<file path="src/rtl/esm_issue_scheduler.sv">
// Out-of-order issue scheduler: slot allocation, dependency/age matrices,
// oldest-ready selection into a single issue register, completion wake-up.
module esm_issue_scheduler #(
  parameter  int Instr_word_size = 32,
  parameter  int regnum          = 32,
  parameter  int bs              = 16,
  localparam int reg_addr_bits   = $clog2(regnum),
  localparam int bs_bits         = $clog2(bs)
) (
  input  logic                       clk,
  input  logic                       rst,
  input  logic                       in_valid,
  output logic                       in_ready,
  input  logic [Instr_word_size-1:0] in_instr,
  input  logic                       in_alusrc,
  input  logic                       in_regwrite,
  output logic [bs_bits-1:0]         alloc_index,
  output logic                       iss_valid,
  input  logic                       iss_ready,
  output logic [bs_bits-1:0]         iss_index,
  output logic [Instr_word_size-1:0] iss_instr,
  input  logic                       cmp_valid,
  input  logic [bs_bits-1:0]         cmp_index,
  output logic [bs_bits:0]           occupancy
);

  typedef logic [reg_addr_bits-1:0] reg_t;

  logic [bs-1:0]              valid_q, valid_d, issued_q, issued_d;
  logic [Instr_word_size-1:0] instr_q [bs];
  logic [Instr_word_size-1:0] instr_d [bs];
  reg_t                       src1_q [bs], src1_d [bs];
  reg_t                       src2_q [bs], src2_d [bs];
  reg_t                       dst_q  [bs], dst_d  [bs];
  logic [bs-1:0]              dep_q  [bs], dep_d  [bs];
  logic [bs-1:0]              age_q  [bs], age_d  [bs];
  logic [bs_bits:0]           occ_q, occ_d;
  logic                       iss_valid_q, iss_valid_d;
  logic [bs_bits-1:0]         iss_index_q, iss_index_d;
  logic [Instr_word_size-1:0] iss_instr_q, iss_instr_d;

  reg_t               in_src1_s, in_src2_s, in_dst_s;
  logic [bs-1:0]      cand_s, new_dep_s;
  logic               sel_found_s, in_ready_s, alloc_fire_s, cmp_ok_s, load_en_s;
  logic [bs_bits-1:0] sel_idx_s, alloc_idx_s;

  assign in_src1_s    = in_instr[15 +: reg_addr_bits];
  assign in_src2_s    = in_alusrc   ? in_instr[20 +: reg_addr_bits] : '0;
  assign in_dst_s     = in_regwrite ? in_instr[7 +: reg_addr_bits]  : '0;
  assign in_ready_s   = (occ_q < (bs_bits + 1)'(bs));
  assign alloc_fire_s = in_valid && in_ready_s;
  // A completion only counts for a slot that is both valid and already issued.
  assign cmp_ok_s     = cmp_valid && valid_q[cmp_index] && issued_q[cmp_index];
  assign load_en_s    = !iss_valid_q || iss_ready;

  // Oldest-ready selection, lowest free slot and dependency row for the incoming instruction
  always_comb begin
    cand_s      = '0;
    sel_found_s = 1'b0;
    sel_idx_s   = '0;
    alloc_idx_s = '0;
    new_dep_s   = '0;
    for (int i = 0; i < bs; i++) begin
      cand_s[i] = valid_q[i] && !issued_q[i] && (dep_q[i] == '0);
    end
    for (int i = 0; i < bs; i++) begin
      sel_idx_s   = (cand_s[i] && ((age_q[i] & cand_s) == '0)) ? bs_bits'(i) : sel_idx_s;
      sel_found_s = sel_found_s | (cand_s[i] && ((age_q[i] & cand_s) == '0));
    end
    for (int i = bs - 1; i >= 0; i--) begin
      alloc_idx_s = !valid_q[i] ? bs_bits'(i) : alloc_idx_s;
    end
    for (int j = 0; j < bs; j++) begin
      new_dep_s[j] = valid_q[j] && (dst_q[j] != '0) &&
                     ((dst_q[j] == in_src1_s) || (dst_q[j] == in_src2_s) || (dst_q[j] == in_dst_s));
    end
  end

  // Next-state for slots, issue register and occupancy
  always_comb begin
    valid_d     = valid_q;
    issued_d    = issued_q;
    instr_d     = instr_q;
    src1_d      = src1_q;
    src2_d      = src2_q;
    dst_d       = dst_q;
    dep_d       = dep_q;
    age_d       = age_q;
    occ_d       = occ_q;
    iss_valid_d = iss_valid_q;
    iss_index_d = iss_index_q;
    iss_instr_d = iss_instr_q;

    if (load_en_s) begin
      iss_valid_d = sel_found_s;
      if (sel_found_s) begin
        iss_index_d         = sel_idx_s;
        iss_instr_d         = instr_q[sel_idx_s];
        issued_d[sel_idx_s] = 1'b1;
      end else begin
        iss_index_d = iss_index_q;
      end
    end else begin
      iss_valid_d = iss_valid_q;
    end

    if (alloc_fire_s) begin
      valid_d[alloc_idx_s]  = 1'b1;
      issued_d[alloc_idx_s] = 1'b0;
      instr_d[alloc_idx_s]  = in_instr;
      src1_d[alloc_idx_s]   = in_src1_s;
      src2_d[alloc_idx_s]   = in_src2_s;
      dst_d[alloc_idx_s]    = in_dst_s;
      dep_d[alloc_idx_s]    = new_dep_s;
      age_d[alloc_idx_s]    = valid_q;
    end else begin
      occ_d = occ_q;
    end

    // Column clear runs after the allocation write so a same-cycle freed slot is dropped from the new row.
    if (cmp_ok_s) begin
      valid_d[cmp_index]  = 1'b0;
      issued_d[cmp_index] = 1'b0;
      for (int i = 0; i < bs; i++) begin
        dep_d[i][cmp_index] = 1'b0;
        age_d[i][cmp_index] = 1'b0;
      end
    end else begin
      occ_d = occ_q;
    end

    case ({alloc_fire_s, cmp_ok_s})
      2'b10:   occ_d = occ_q + (bs_bits + 1)'(1);
      2'b01:   occ_d = occ_q - (bs_bits + 1)'(1);
      default: occ_d = occ_q;
    endcase
  end

  // State registers with synchronous active-low reset
  always_ff @(posedge clk) begin
    if (!rst) begin
      valid_q     <= '0;
      issued_q    <= '0;
      occ_q       <= '0;
      iss_valid_q <= 1'b0;
      iss_index_q <= '0;
      iss_instr_q <= '0;
      for (int i = 0; i < bs; i++) begin
        instr_q[i] <= '0;
        src1_q[i]  <= '0;
        src2_q[i]  <= '0;
        dst_q[i]   <= '0;
        dep_q[i]   <= '0;
        age_q[i]   <= '0;
      end
    end else begin
      valid_q     <= valid_d;
      issued_q    <= issued_d;
      occ_q       <= occ_d;
      iss_valid_q <= iss_valid_d;
      iss_index_q <= iss_index_d;
      iss_instr_q <= iss_instr_d;
      for (int i = 0; i < bs; i++) begin
        instr_q[i] <= instr_d[i];
        src1_q[i]  <= src1_d[i];
        src2_q[i]  <= src2_d[i];
        dst_q[i]   <= dst_d[i];
        dep_q[i]   <= dep_d[i];
        age_q[i]   <= age_d[i];
      end
    end
  end

  assign in_ready    = in_ready_s;
  assign alloc_index = alloc_idx_s;
  assign iss_valid   = iss_valid_q;
  assign iss_index   = iss_index_q;
  assign iss_instr   = iss_instr_q;
  assign occupancy   = occ_q;

endmodule

</file>
<file path="config.mk">
export PLATFORM = sky130hd
export DESIGN_NAME = esm_issue_scheduler
export DESIGN_NICKNAME = d
export VERILOG_FILES = /design/src/rtl/esm_issue_scheduler.sv
export SDC_FILE = /design/constraint.sdc
export NUM_CORES = 2
export LEC_CHECK = 0
export CELL_PAD_IN_SITES_DETAIL_PLACEMENT = 1
export CELL_PAD_IN_SITES_GLOBAL_PLACEMENT = 1
export CORE_MARGIN = 2
export CORE_UTILIZATION = 50
export CTS_CLUSTER_SIZE = 24
export DETAILED_ROUTE_END_ITERATION = 12
export PLACE_DENSITY = 0.83
export SYNTH_ARGS = -nofsm -noshare
export SYNTH_HDL_FRONTEND = slang
export SYNTH_SLANG_ARGS = --single-unit
</file>
<file path="constraint.sdc">
create_clock -name clk -period 6.05 [get_ports clk]
set_input_delay 1.815 -clock clk [delete_from_list [all_inputs] [get_ports clk]]
set_output_delay 1.815 -clock clk [all_outputs]
set_load 0.1 [all_outputs]
</file>
* Word level (Yosys, flattened, before mapping)
Index checks and enable logic that the tools add are counted.
** Storage, ports and cells
- Latch bits :: 0
- Input bits :: 43
- Memory bits (read-only) :: 0
- Memories kept :: 0
- Memory bits (writable) :: 0
- Register bits after elaboration :: 1178
** Operators by class
- Bitwise gates (word level) :: 72
- Order comparisons :: 10
- Add/sub/neg operators :: 2
- Multiplexer cells :: 67
- Div/mod/pow operators :: 0
- Shift-type cells :: 0
- Equality and inequality tests :: 50
- Reduce and logical (&&, ||, !) cells :: 187
- $mul :: 0
** Operators by type and width (count)
- 256-bit two-way mux :: 4
- 16-bit AND :: 51
- 256-bit bitwise mux :: 2
- 512-bit bitwise mux :: 1
- 16-bit zero test :: 32
- 5-bit == test :: 48
- 32-bit binary-select mux with 4-bit select :: 1
- 32-bit demux with 4-bit select :: 1
- 16-bit two-way mux :: 7
- 32-bit two-way mux :: 3
- 4-bit two-way mux :: 24
- 1-bit logical AND :: 87
- 80-bit bitwise mux :: 1
- 5-bit nonzero test :: 16
- 16-bit demux with 4-bit select :: 1
- 1-bit logical OR :: 33
- 16-bit inverter :: 2
- 16-bit OR :: 2
- 5-bit demux with 4-bit select :: 1
- 1-bit zero test :: 17
- 4-bit by 5-bit less-than comparator with 1-bit output, second input constant :: 3
- 5-bit two-way mux :: 3
- 1-bit OR :: 15
- 1-bit demux with 4-bit select :: 3
- 16 further kinds :: 30

* Longest topological paths before layout
- Depth in word-level cells :: 32
- Mapped depth :: 18
- Depth with buffers taken out :: 14

* Worst setup path after synthesis
Ideal clock, no wire load.
- Path kind :: register -> output
- Start point :: register valid_q[12]
- End point :: output port alloc_index[0]
- Arrival :: 3.681 ns
- Cell stages (with the launch flop) :: 9
- Slack :: 0.554 ns
- Data required time :: 4.235 ns
- Cell sequence :: dfxtp_1 > clkbuf_1 > a21boi_0 > o21ai_0 > a21boi_0 > o21ai_0 > a21boi_0 > o21ai_0 > a21boi_0
** On the way
- Longest elaborated chain between the ends :: 13
** Ends and longest elaborated chain
- from (decl) :: RTL line 29 : logic [bs-1:0] valid_q, valid_d, issued_q, issued_d;
- from (signal assigned) :: RTL line 157 : valid_q <= valid_d;
- 4-bit two-way mux (13 in a row) :: RTL line 71 : alloc_idx_s = !valid_q[i] ? bs_bits'(i) : alloc_idx_s;
- to (decl) :: RTL line 17 : output logic [bs_bits-1:0] alloc_index,
Every way passes these cells.

* Worst setup path after layout
Same ends and word-level chain as after synthesis.

==> run metrics <==
top cells by area, synth dfxtp_1 (45%), nand2_1 (14%), a21boi_0 (7.4%), a21oi_1 (5.0%), clkbuf_1 (3.7%); Tmin final a little under 6 ns; largest family of logic cells by synthesized area simple AND/OR/NAND/NOR gates; vias per inst ~6.4; wire length on met2 ~100000 um; Final Skew between 0.03 and 0.04 ns; Post-Syn Nets ~6.7k; Post-Syn Instances 6682; CTS-repair resized insts 0; number of cell rows between 100 and 150; Initial DRC Count 5411; post-synthesis compound-gate area fraction 0.181; final wirelength around 230000 um; Final Hold Viols 0; post-synthesis adder-cell area fraction 0.00134; Synth Register Bits ~1.2k; worst hold path class register to register; Mapped Area ~0.052 sq mm; post-synth top area share 0.449; H-Tree Depth 4; fin cells 8024; Synth Area in Simple Gates 0.243; core area 0.104 sq mm; largest net degree at the start of global routing 268; final core occ 0.575; gr ovfl total 0; FMAX around 170 MHz; final-report max-slew violation count 8; Final Power 17.6 mW; vias in the first global route about 53k; ys async rst share 0; fin crit share 0.974; xor/xnor share of the synthesized area 0.0407; Post-CTS Setup Repair Bufs 0; die height around 330 um; Area Overhead vs Synth 13.6%; sequential-to-total area share from yosys stat 0.449; Fin Setup TNS 0 ns; Post-DRT Antenna Nets 0; CP Capture Type output port; ys flop type dfxtp_1; final-stage net count about 6.6k; Buffers on Ports between 80 and 90; Crit Path Max Fanout 6; Setup-failing EPs final 0; placed cell count between 7k and 8k; cell taking the most area after synthesis dfxtp_1; met3 routed WL roughly 22000 um; GRT Util Overall 0.411; outcome finished with violations; Post-route DRC 0; Max-slew headroom -0.0290; pin slew with the least headroom to its limit 1.54 ns; EDFF count, synth 0; Mean Syn Cell Area a little under 8 sq um; routability cong. between 0.9 and 1; most common cell in the netlist nand2_1; Post-synth top cells nand2_1 (1972), dfxtp_1 (1178), a21oi_1 (522); worst-skew pair later-pin latency ~0.76 ns; max layer used met5; Die Wd roughly 330 um; count of different cell masters after synthesis 84; Clock Tree Root clkbuf_16; CTS buffer count 130; Max Cap Viol 1; initial antenna violation count 16; num ports 90; total clock sinks ~1.2k; CTS tree done; worst-case vdd ir drop 0.249 mV; Pleak ~21 nW; Avg WL per Cell between 20 and 30 um; via count between 50k and 60k; clk buf depth 3; Pre-antenna DRT Iters 6; ratio of cells with drive above 1 in the final layout 0.0867; die area around 0.11 sq mm; Hold-fix buffers, CTS 0; RSZ-0062 raised after global routing false; HPWL Detailed between 100000 and 150000 um; pwr dens roughly 300 mW/mm^2; Crit Path Class register to output port; mux contribution to synthesized area 0.0366; Worst Path Arrival about 4.1 ns; first-pass GRT wire length about 330000 um; Met1 Wirelength 86200 um; CP Launch Type register; Starting Density 0.506; clk slew on worst S/H paths 0.06 ns; failing checks capacitance limit, slew limit; Syn. warnings 0; WP data required between 4 and 5 ns
## flip-flops by register name, indices dropped and copies added, names as in the netlist
signal,count
dep_q,256
issued_q,16
iss_instr,32
iss_valid,1
iss_index,4
age_q,256
valid_q,16
instr_q,512
occupancy,5
dst_q,80
## layout by cell type, fill, tap and decap left out, drive strengths merged, types with 13 or more instances in the layout
cell / n
a221o: 14
xor2: 114
nand2: 1974
nor3: 83
a21boi: 521
o211ai: 13
buf: 240
o2111ai: 29
o21ai: 235
and2: 103
clkdlybuf4s50: 80
mux2: 55
mux2i: 119
dfxtp: 1178
a31oi: 42
nor2: 268
nor3b: 30
nor4: 54
xnor2: 130
clkinv: 18
a21oi: 523
nand3: 283
inv: 54
a41oi: 13
clkbuf: 191
or4: 43
and3: 17
nand4: 26
## worst paths after layout
kind	startpoint	to	slack (ns)	cells past startpoint
setup reg to reg	dep_q[203]$_SDFF_PN0_	issued_q[11]$_SDFF_PN0_	0.46	14
setup / recovery	valid_q[12]$_SDFF_PN0_	alloc_index[0]	0.16	8
hold reg to reg	dep_q[37]$_SDFF_PN0_	dep_q[37]$_SDFF_PN0_	0.45	2
hold / removal	dep_q[37]$_SDFF_PN0_	dep_q[37]$_SDFF_PN0_	0.45	2
## cell type report
type                    count  area, sq um
repair buffers            320         3090
inverters                  50          188
clock inverters            31          380
flip-flops and latches   1178        23600
fillers                 12400        44200
multi-input cells        4863        26700
diodes                     11         27.5
well taps                1380         1730
clock buffers             191         3910
## stage by stage
step                      worst slack, ns  area [sq um]  hold WS (ns)
after floorplan                     0.554         52500         0.416
final                               0.160         59600         0.451
after global placement              0.675         55300         0.438
after detailed placement            0.746         55300         0.444
after CTS                           0.308         59600         0.453
after global routing               0.0766         59600         0.472
## power breakdown
group	total, mW	switching [mW]	internal, mW
Combinational	1.50	1.09	0.412
Clock	8.14	3.34	4.80
Sequential	7.93	0.0963	7.83
## worst max-delay path: stages (launching register included)
cell and delay [ns]:
dfxtp_1 0.84, a21boi_0 0.25, o21ai_0 0.09, a21boi_0 0.18
o21ai_0 0.09, a21boi_0 0.20, o21ai_0 0.29, a21boi_0 0.93
buf_4 0.44
## cell families (layout without fill, tap and decap cells)
group,count (synthesis),count (layout)
AOI/OAI and AO/OA,1493,1493
xor gates and xnor gates,244,244
adders and majority gates,5,5
buffers and inverters,641,592
DFF,1178,1178
muxes,179,179
other,0,11
and+or+nand+nor,2942,2942
## routing by layer
layer	track usage	vias up
met5	0	-
met4	0.259	12
met3	0.0801	868
met2	0.661	2832
met1	0.506	25600
li1	-	22100
(Power assumes the default switching activity.)
